[src/rtl/rmac_pkg.sv]
`default_nettype none
// ---------------------------------------------------------------------------
// rmac_pkg: shared FSM type and Q12.20 sign-magnitude constants.  Rev 1.0
// ---------------------------------------------------------------------------
package rmac_pkg;

  typedef enum logic [2:0] {
    ST_CLEAR  = 3'd0,
    ST_LOAD   = 3'd1,
    ST_STREAM = 3'd2,
    ST_WAIT   = 3'd3,
    ST_HOLD   = 3'd4
  } rmac_state_e;

  localparam int RMAC_S        = 8;
  localparam int RMAC_N        = 32;
  localparam int RMAC_FRACBITS = 20;

  localparam logic [RMAC_N-1:0] Q_ONE = RMAC_N'(1) << RMAC_FRACBITS;
  localparam int SIGN_BIT = RMAC_N - 1;

endpackage
`default_nettype wire

[src/rtl/rmac_opbuf.sv]
`default_nettype none
// ---------------------------------------------------------------------------
// rmac_opbuf: S-entry weight/activation register file, 1 write, 1 comb read.
// Rev 1.0
// ---------------------------------------------------------------------------
module rmac_opbuf #(
  parameter int S = 8,
  parameter int n = 32
) (
  input  logic                 clk,
  input  logic                 we,
  input  logic [$clog2(S)-1:0] waddr,
  input  logic [n-1:0]         wdata_w,
  input  logic [n-1:0]         wdata_x,
  input  logic [$clog2(S)-1:0] raddr,
  output logic [n-1:0]         rdata_w,
  output logic [n-1:0]         rdata_x
);

  // Contents are deliberately unreset: every entry is rewritten before use.
  logic [n-1:0] mem_w_q [S];
  logic [n-1:0] mem_x_q [S];

  always_ff @(posedge clk) begin
    if (we) begin
      mem_w_q[waddr] <= wdata_w;
      mem_x_q[waddr] <= wdata_x;
    end
  end

  assign rdata_w = mem_w_q[raddr];
  assign rdata_x = mem_x_q[raddr];

endmodule
`default_nettype wire

[src/rtl/rmac_sequencer.sv]
`default_nettype none
// ---------------------------------------------------------------------------
// rmac_sequencer: buffers S operand pairs, streams them into one rmac lane and
// returns the MAC's registered sum over a valid/ready result port.  Rev 1.0
// ---------------------------------------------------------------------------
module rmac_sequencer
  import rmac_pkg::*;
#(
  parameter int S        = RMAC_S,
  parameter int n        = RMAC_N,
  parameter int intbits  = 12,
  parameter int fracbits = RMAC_FRACBITS
) (
  input  logic         clk,
  input  logic         reset,
  input  logic         ld_valid,
  output logic         ld_ready,
  input  logic [n-1:0] ld_w,
  input  logic [n-1:0] ld_x,
  output logic [n-1:0] mac_w,
  output logic [n-1:0] mac_x,
  output logic         mac_en_s2,
  output logic         mac_local_en,
  output logic         mac_reset,
  input  logic [n-1:0] mac_sum,
  output logic         res_valid,
  input  logic         res_ready,
  output logic [n-1:0] res_data,
  output logic         busy
);

  localparam int            IW       = $clog2(S);
  localparam logic [IW-1:0] IDX_LAST = IW'(S - 1);

  // The MAC latches its sum at a fixed count of 8, so no other length works.
  generate
    if (S != RMAC_S) begin : g_bad_s
      $error("rmac_sequencer: S must equal the MAC accumulation length 8");
    end
    if (intbits + fracbits != n) begin : g_bad_q
      $error("rmac_sequencer: intbits + fracbits must equal n");
    end
  endgenerate

  rmac_state_e   state_q, state_d;
  logic [IW-1:0] idx_q, idx_d;
  logic          wait_q, wait_d;
  logic          res_valid_q, res_valid_d;
  logic [n-1:0]  res_data_q, res_data_d;
  logic          buf_we;
  logic [n-1:0]  buf_rd_w, buf_rd_x;

  rmac_opbuf #(
    .S (S),
    .n (n)
  ) u_opbuf (
    .clk     (clk),
    .we      (buf_we),
    .waddr   (idx_q),
    .wdata_w (ld_w),
    .wdata_x (ld_x),
    .raddr   (idx_q),
    .rdata_w (buf_rd_w),
    .rdata_x (buf_rd_x)
  );

  always_ff @(posedge clk) begin
    if (reset) begin
      state_q     <= ST_CLEAR;
      idx_q       <= '0;
      wait_q      <= 1'b0;
      res_valid_q <= 1'b0;
      res_data_q  <= '0;
    end else begin
      state_q     <= state_d;
      idx_q       <= idx_d;
      wait_q      <= wait_d;
      res_valid_q <= res_valid_d;
      res_data_q  <= res_data_d;
    end
  end

  always_comb begin
    state_d      = state_q;
    idx_d        = idx_q;
    wait_d       = wait_q;
    res_valid_d  = res_valid_q;
    res_data_d   = res_data_q;
    buf_we       = 1'b0;
    ld_ready     = 1'b0;
    mac_w        = '0;
    mac_x        = '0;
    mac_en_s2    = 1'b0;
    mac_local_en = 1'b0;

    case (state_q)
      ST_CLEAR: begin
        idx_d   = '0;
        wait_d  = 1'b0;
        state_d = ST_LOAD;
      end

      ST_LOAD: begin
        // No pair is accepted in a cycle that is about to be reset away.
        ld_ready = !reset;
        buf_we   = ld_valid && ld_ready;
        if (buf_we) begin
          if (idx_q == IDX_LAST) begin
            idx_d   = '0;
            state_d = ST_STREAM;
          end else begin
            idx_d = idx_q + IW'(1);
          end
        end
      end

      ST_STREAM: begin
        mac_w        = buf_rd_w;
        mac_x        = buf_rd_x;
        mac_en_s2    = 1'b1;
        mac_local_en = 1'b1;
        if (idx_q == IDX_LAST) begin
          idx_d   = '0;
          wait_d  = 1'b0;
          state_d = ST_WAIT;
        end else begin
          idx_d = idx_q + IW'(1);
        end
      end

      ST_WAIT: begin
        // Two cycles: MAC psum settles, then MAC registers its ReLU'd sum.
        wait_d = ~wait_q;
        if (wait_q) begin
          res_data_d  = mac_sum;
          res_valid_d = 1'b1;
          state_d     = ST_HOLD;
        end
      end

      ST_HOLD: begin
        if (res_valid_q && res_ready) begin
          res_valid_d = 1'b0;
          state_d     = ST_CLEAR;
        end
      end

      default: begin
        state_d = ST_CLEAR;
      end
    endcase
  end

  assign mac_reset = reset || (state_q == ST_CLEAR);
  assign busy      = (state_q != ST_LOAD);
  assign res_valid = res_valid_q;
  assign res_data  = res_data_q;

endmodule
`default_nettype wire

[config.mk]
export PLATFORM = sky130hd
export DESIGN_NAME = rmac_sequencer
export DESIGN_NICKNAME = d
export VERILOG_FILES = /design/src/rtl/rmac_pkg.sv /design/src/rtl/rmac_opbuf.sv /design/src/rtl/rmac_sequencer.sv
export SDC_FILE = /design/constraint.sdc
export NUM_CORES = 1
export LEC_CHECK = 0
export BUFFER_PORTS_ARGS = -buffer_cell sky130_fd_sc_hd__buf_2
export CAP_MARGIN = 5
export CORE_MARGIN = 1.5
export CORE_UTILIZATION = 50
export DETAILED_ROUTE_END_ITERATION = 8
export PLACE_DENSITY = 0.78
export SKIP_CTS_REPAIR_TIMING = 1
export SLEW_MARGIN = 20
export SYNTH_ARGS = -nofsm -noshare
export SYNTH_HDL_FRONTEND = slang
export SYNTH_HIERARCHICAL = 1
export SYNTH_SLANG_ARGS = --single-unit
[constraint.sdc]
create_clock -name clk -period 14.3 [get_ports clk]
set_input_delay 0.715 -clock clk [delete_from_list [all_inputs] [get_ports clk]]
set_output_delay 0.715 -clock clk [all_outputs]
set_load 0.005 [all_outputs]
# Yosys cells after proc, flatten, opt, wreduce, memory -nomap -nowiden
# Memories as Yosys holds them, arrays and structs flattened. A register that Yosys moved wholly into a read port is not among the register bits.
# Index checks and enable logic that the tools add are counted.
[op_classes]
addsub = 1
n_eq_ne = 11
mux = 25
bitwise = 1
n_reduce_logical = 13
[ops]
columns = ["cell", "count"]
rows = [
  ["$mux W32", 2],
  ["$mux W3", 11],
  ["$pmux W3 S5", 1],
  ["$ne A2 B2 Y1 const B", 5],
  ["$pmux W3 S3", 1],
  ["$mux W1", 8],
  ["$eq A3 B2 Y1 const B", 2],
  ["$eq A3 B3 Y1 const B", 2],
  ["$reduce_and A2 Y1", 3],
  ["$reduce_bool A3 Y1", 2],
  ["$reduce_and A5 Y1", 1],
  ["$add A3 B1 Y3 const B", 1],
  ["$eq A3 B1 Y1 const B", 1],
  ["$logic_not A3 Y1", 1],
  ["$ne A3 B1 Y1 const B", 1],
  ["$pmux W1 S3", 1],
  ["$reduce_and A3 Y1", 1],
  ["$logic_and A1 B1 Y1", 2],
  ["$pmux W1 S2", 1],
  ["$reduce_bool A2 Y1", 1],
  ["$logic_not A1 Y1", 1],
  ["$logic_or A1 B1 Y1", 1],
  ["$not A1 Y1", 1],
]
[word_totals]
register_bits = 40
ramBits = 512
input_bits = 100
output_inout_bits = 102
wordCells = 58
memories = 2
[mem_list]
columns = ["name", "words", "word_bits", "rd", "rd_clocked_by_memory_dff", "wr", "line", "text"]
rows = [
  ["u_opbuf.mem_w_q", 8, 32, 1, 1, 1, "rmac_opbuf.sv:21", "logic [n-1:0] mem_w_q [S];"],
  ["u_opbuf.mem_x_q", 8, 32, 1, 1, 1, "rmac_opbuf.sv:22", "logic [n-1:0] mem_x_q [S];"],
]

# Depth between registers and ports, before layout
# Gate-level depths: netlist (run 1).
[logic_depth]
ltp_word = 6
mapped_depth = 6
mapped_depth_nobuf = 5

# Modules after synthesis
# The synthesis (run 1) kept the hierarchy.
[by_module_without_submodules]
columns = ["module", "instances", "cells_each", "area_per_inst_um2", "seq_area_each_um2"]
rows = [
  ["rmac_opbuf", 1, 752, 19266.0, 15374.7],
  ["rmac_sequencer", 1, 276, 2030.7, 800.8],
]

# Least setup slack after synthesis (run 1)
# No wires, ideal clock.
[synth_path]
path_type = "input to register"
from = "in reset"
to = "mem u_opbuf.mem_w_q[0][0], enable pin"
setup_ns = 0.565
arrival_time_ns = 5.690
required_time_ns = 13.735
path_slack_ns = 8.045
stages = 5
path_buffers = 1
path_cell_list = "clkbuf_1 nor2b_1 nor2b_1 nand2b_1 nor3_1"
[synth_between]
elab_chain_cells = 5
[synth_rtl]
columns = ["item", "line", "text"]
rows = [
  ["start: declaration", "rmac_sequencer.sv:15", "input logic reset,"],
  ["$logic_not A1 Y1", "rmac_sequencer.sv:105", "ld_ready = !reset;"],
  ["$logic_and A1 B1 Y1", "rmac_sequencer.sv:106", "buf_we = ld_valid && ld_ready;"],
  ["$mux W1", "rmac_sequencer.sv:96", "case (state_q)"],
  ["named net buf_we", "rmac_sequencer.sv:50", "logic buf_we;"],
  ["$mux W1", "rmac_opbuf.sv:25", "if (we) begin"],
  ["$mux W1 (not written as such)", "rmac_opbuf.sv:26", "mem_w_q[waddr] <= wdata_w;"],
  ["end: declaration", "rmac_opbuf.sv:21", ""],
]
# The timed path passes the listed nets, and every way through them passes these cells.

==> results of run 1 <==
[routing by layer]
metal,GRT usage [%],vias up,routed length [um]
met5,0,-,46
met4,6.15,6,917
met3,3.58,76,2410
met2,32.7,346,21400
met1,28.0,5453,18400
li1,-,4608,-
[layout by cell type (no fill, tap or decap), drive strengths merged]
cell | netlist | final
edfxtp | 512 | 512
buf | 39 | 225
mux4 | 128 | 128
clkbuf | 26 | 72
nand2 | 71 | 71
and3 | 65 | 65
mux2 | 64 | 64
dfxtp | 40 | 40
a21oi | 36 | 36
nor2 | 13 | 13
clkinv | 0 | 12
bufinv | 0 | 5
clkinvlp | 0 | 5
nand2b | 4 | 4
nor3b | 4 | 4
nor3 | 4 | 4
nor2b | 3 | 3
o21ai | 3 | 3
mux2i | 3 | 3
and2 | 2 | 2
a211oi | 2 | 2
ha | 2 | 2
diode | 0 | 1
or2 | 1 | 1
nand3b | 1 | 1
and3b | 1 | 1
xnor2 | 1 | 1
nor4 | 1 | 1
nand3 | 1 | 1
nor4b | 1 | 1
inv | 0 | 1
[worst min path at each step]
stage                      start      endpoint  slack (ns)  depth (start not counted)
floorplan            res_data[0]   res_data[0]        0.45                          2
global placement    res_data[12]  res_data[12]        0.44                          2
detailed placement  res_data[10]  res_data[10]        0.44                          2
CTS                   mac_sum[4]   res_data[4]        0.35                          3
global route         mac_sum[30]  res_data[30]        0.37                          3
finish               mac_sum[12]  res_data[12]        0.39                          3
[critical path, delay by kind of cell (launching register included)]
kind                   cells  cell delay [ns]
AND/OR/NAND/NOR            1             0.19
multiplexers               2             0.88
buffers and inverters      3             1.55
flip-flops                 1             0.67
[through the flow]
step / utilization [%] / hold slack, ns / cells / worst slack, ns
4_1_cts: 58.6 / 0.348 / 1821 / 9.49
5_1_grt: 58.7 / 0.368 / 1823 / 9.28
6_report: 58.7 / 0.385 / 1823 / 9.66
2_1_floorplan: - / 0.453 / 1028 / 8.04
3_5_place_dp: 54.5 / 0.445 / 1726 / 10.12
3_3_place_gp: 54.5 / 0.439 / 1726 / 10.14
[power breakdown]
| group | switching (uW) | internal (uW) | total (uW) |
|---|---|---|---|
| clock network | 567 | 815 | 1380 |
| logic | 56.4 | 56.3 | 113 |
| registers | 6.85 | 1770 | 1780 |
| total | 631 | 2640 | 3270 |
[cells in the mapped netlist (all sizes together) (3+ instances only)]
cell | instances | area [um^2]
nand2b | 4 | 25.0
nor3 | 4 | 20.0
o21ai | 3 | 15.0
buf | 39 | 269
nor2b | 3 | 18.8
clkbuf | 26 | 97.6
a21oi | 36 | 184
mux4 | 128 | 2880
dfxtp | 40 | 801
mux2i | 3 | 30.0
nor2 | 13 | 51.3
and3 | 65 | 407
edfxtp | 512 | 15400
nand2 | 71 | 267
mux2 | 64 | 721
nor3b | 4 | 30.0
[layout make-up]
type,instances,area [um^2],share of cell area (%)
diodes,1,2.50,0.0102
flip-flops and latches,552,16200,65.8
well taps,539,674,2.74
multi-input cells,411,4820,19.6
repair buffers,225,1190,4.84
clock inverters,23,251,1.02
clock buffers,72,1480,6.03
[flip-flops by register name, summed over array words and instances (netlist names)]
| signal | flops |
|---|---|
| wait_q | 1 |
| res_valid | 1 |
| res_data | 32 |
| u_opbuf/mem_w_q | 256 |
| state_q | 3 |
| u_opbuf/mem_x_q | 256 |
| idx_q | 3 |
[cells by family after synthesis]
family,after synthesis,share of synthesized area [%]
buffers and inverters,65,1.72
multiplexers,195,17.1
adder cells (fa/ha/maj),2,0.117
AO/OA/AOI/OAI,41,1.00
AND/OR/NAND/NOR,172,4.10
XOR/XNOR,1,0.0411
flip-flops,552,76.0
==> impl_metrics.tcl, run 1 <==
set metrics [dict create \
    ff2ff_setup_slack_ns 10.48 \
    die_w_um 209 \
    via_per_inst 5.75 \
    path_class "reg -> out" \
    htreeDepth 2 \
    synth_edf_count 512 \
    end_kind "primary output" \
    synth_cells 1028 \
    io_pins 202 \
    ys.warnings.count 6 \
    start_kind "flop" \
    outcome "complete, no violations" \
    cts_tree "done" \
    clk_latency_ns 0.58 \
    portBuffers 201 \
    endpoint "mac_x[8]" \
    cp_slowest_cell "buf_4" \
    drt_iter0_drc 934 \
    filler_cell_count 2986 \
    core_area_mm2 0.0419 \
    finalHoldViolCount 0 \
    gr-total-overflow 0 \
    hp-class "in -> reg" \
    post-route-period-util_pct 32.5 \
    detail-route-antenna-nets 0 \
    p_leak_uw 0.00832 \
    drc 0 \
    netlist_area_mm2 0.0213 \
    critPathMaxFanout 41 \
    vias 10500 \
    dp_hpwl_um 23500 \
    grt_max_degree 76 \
    powerDensity_mw_per_mm2 133 \
    maxCapViolCount 0 \
    path_common_cell "buf_4" \
    cts_root_buf "clkbuf_16" \
    post-route-min-period_ns 4.64 \
    ir_worst_vdd_mv 0.117 \
    tightest_slew_ns 1.06 \
    drive_gt1_share_pct 39.7 \
    synthFlopType "edfxtp_1" \
    synthArstFlopShare_pct 0 \
    cts_made_buffers 54 \
    grt_pass1_wl_um 65400 \
    worstPathRequired_ns 13.59 \
    syn_to_final_growth_pct 15.5 \
    timing.rr.start "idx_q[2]" \
    dr.pass1.iters 5 \
    synth.distinct_cells 31 \
    wl_um 43200 \
    clk_pin_slew_ns 0.06 \
    max_stage_delay_ns 0.72 \
    place_area_mm2 0.0229 \
    die_h_um 209 \
    path_cells "buf_4 -> buf_4 -> mux4_2 -> mux2_2 -> and3_1 -> buf_2" \
    drv_slew 0 \
    synth-seq-cells 552 \
    antenna_found_initial 4 \
    ys_seq_area_share_pct 76.0 \
    initial_utilization_pct 50.8 \
    r2r-end "u_opbuf/mem_x_q[7][21]" \
    grtUsageTotal_pct 20.1 \
    slew_headroom_pct 29.3 \
    reg2regPathDepth 5 \
    dieArea_mm2 0.0438 \
    finalWeightedCongestion 0.695 \
    fin_setup_tns_ns 0 \
    rsz0062_at_grt "false" \
    finalSetupViolCount 0 \
    design_area_mm2 0.0246 \
    clk_path_buf_depth 3 \
    critPathLaunch "idx_q[0]" \
    wire_per_inst_um 23.7 \
    fin_total_pwr_uw 3270 \
    fmax_mhz 215 \
    skew_ns 0.0203 \
    fp-row-count 75 \
    grt_pass1_vias 10700 \
    postSynthAreaPerCell_um2 20.7 \
    arrival_ns 3.93 \
    nets 1346 \
    syn_nets 1130 \
    clock_sinks 552 \
]
No activity file was read; power rests on OpenSTA's default activity.
==> run 2, diff against run 1 <==
- clock period: 14.3 -> 4.86 ns (I/O delays scaled with it)
==> run 2 against run 1 <==
  * Utilization increased by 2.6 points
  * Count of clock-buffer cells in the layout decreased by 13
  * First-iteration DRC count increased by 6.4%
  * Sequential share of layout area decreased by 2.8 points
  * Clock power increased to 3.1 times the previous value
  * Critical path depth decreased by 1
  * Setup slack got worse by 8.2 ns
  * Clock skew increased by 0.0030 ns
  * Largest cell class unchanged
  * Largest power group unchanged
==> impl_metrics.tcl, run 2 (synthesis gave the netlist of run 1 again) <==
set metrics [dict create \
    skew_ns 0.0233 \
    max_stage_delay_ns 1.04 \
    most-common-layout-cells "512 x edfxtp_1, 201 x buf_2, 128 x mux4_2" \
    wl_um 45000 \
    cts_made_buffers 52 \
    portBuffers 201 \
    p_leak_uw 0.00874 \
    cts_root_buf "clkbuf_16" \
    rsz0062_at_grt "false" \
    clock_sinks 552 \
    drive_gt1_share_pct 37.0 \
    grt_max_degree 76 \
    start_kind "flop" \
    finalSetupViolCount 0 \
    critPathMaxFanout 70 \
    path_class "reg -> out" \
    dr.pass1.iters 5 \
    drt_iter0_drc 994 \
    gr-total-overflow 0 \
    hold_slack_ns 0.110 \
    clk_pin_slew_ns 0.06 \
    wire_per_inst_um 23.5 \
    clk_path_buf_depth 3 \
    outcome "complete, no violations" \
    dp_hpwl_um 23500 \
    core_area_mm2 0.0419 \
    final_common_cell "edfxtp_1" \
    via_per_inst 5.80 \
    dieArea_mm2 0.0438 \
    path_delay_family "flip-flops" \
    place_area_mm2 0.0229 \
    htreeDepth 2 \
    post-route-min-period_ns 3.44 \
    initial_utilization_pct 50.8 \
    layout_setup_ws_ns 1.42 \
    fp-row-count 75 \
    detail-route-antenna-nets 0 \
    finalWeightedCongestion 0.689 \
    ir_worst_vdd_mv 0.271 \
    worst-path-buf-inv 2 \
    cts_tree "done" \
    die_w_um 209 \
    grtUsageTotal_pct 20.3 \
    finalHoldViolCount 0 \
    pre_cts_ws_ns 1.97 \
    hp-class "in -> reg" \
    cp_slowest_cell "dfxtp_4" \
    multi_input_area_mm2 0.00483 \
    seq_area_mm2 0.0162 \
    design_area_mm2 0.0257 \
    grt_pass1_wl_um 66200 \
    clk_latency_ns 0.61 \
    powerDensity_mw_per_mm2 384 \
    slew_headroom_pct 27.3 \
    post-route-period-util_pct 70.8 \
    syn_to_final_growth_pct 20.7 \
    arrival_ns 3.20 \
    path_cells "buf_12 -> mux4_2 -> mux2_2 -> and3_1 -> buf_2" \
    drv_slew 0 \
    maxCapViolCount 0 \
    end_kind "primary output" \
    fmax_mhz 291 \
    worstPathRequired_ns 4.62 \
    filler_cell_count 2789 \
    nets 1434 \
    io_pins 202 \
    die_h_um 209 \
    grt_pass1_vias 10700 \
    fin_setup_tns_ns 0 \
    antenna_found_initial 3 \
    drc 0 \
    vias 11100 \
    tightest_slew_ns 1.09 \
]
## run 2: changes by cell type in the layout (fill, tap and decap cells not counted), moves of 4 or more
cell,change
clkbuf_16,-4
clkbuf_1,-5
buf_12,+8
bufinv_16,+5
dlygate4sd3_1,+97
buf_4,-14
clkinv_2,+6
## run 2: per-layer routing
metal  share of wire, %  up-vias  global-route usage (%)
li1                   -     4799                       -
met1                 40     5769                    26.9
met2                 51      466                    33.1
met3                7.3       74                    5.07
met4                2.3        4                    6.80
met5              0.056        -                       0
## run 2: report_power, final
group	total [uW]	switching [uW]	internal (uW)
sequential	5230	19.5	5210
clock	4240	1730	2510
combinational	407	188	219
total	9880	1940	7940
## run 2: stage by stage
stage                     total power (uW)  utilization, %  cells
final                                 9880            61.3   1915
after global routing                 10200            61.3   1914
after CTS                             9890            58.9   1816
after detailed placement              5680            54.6   1720
after global placement                5660            54.6   1720
after floorplan                       5550               -   1028
## run 2: worst register-to-register path, delay by kind of cell (launching register included)
| family | cells | cell delay (ns) |
|---|---|---|
| buffers and inverters | 1 | 0.78 |
| DFF | 1 | 0.56 |
| and+or+nand+nor | 5 | 1.11 |
## run 2: final timing paths
check	from	end	slack, ns	depth (start not counted)
max	idx_q[2]	mac_x[16]	1.42	5
min	ld_valid	state_q[1]	0.11	4
max reg2reg	state_q[0]	u_opbuf/mem_x_q[2][20]	1.96	6
min reg2reg	res_data[19]	res_data[19]	0.45	2
## run 2: cell type report
type	instances	area share, %
sequential	552	63.0
multi-input combinational	411	18.8
timing repair buffer	315	8.58
clock buffer	59	5.16
tap	539	2.62
clock inverter	37	1.85
antenna	2	0.0195
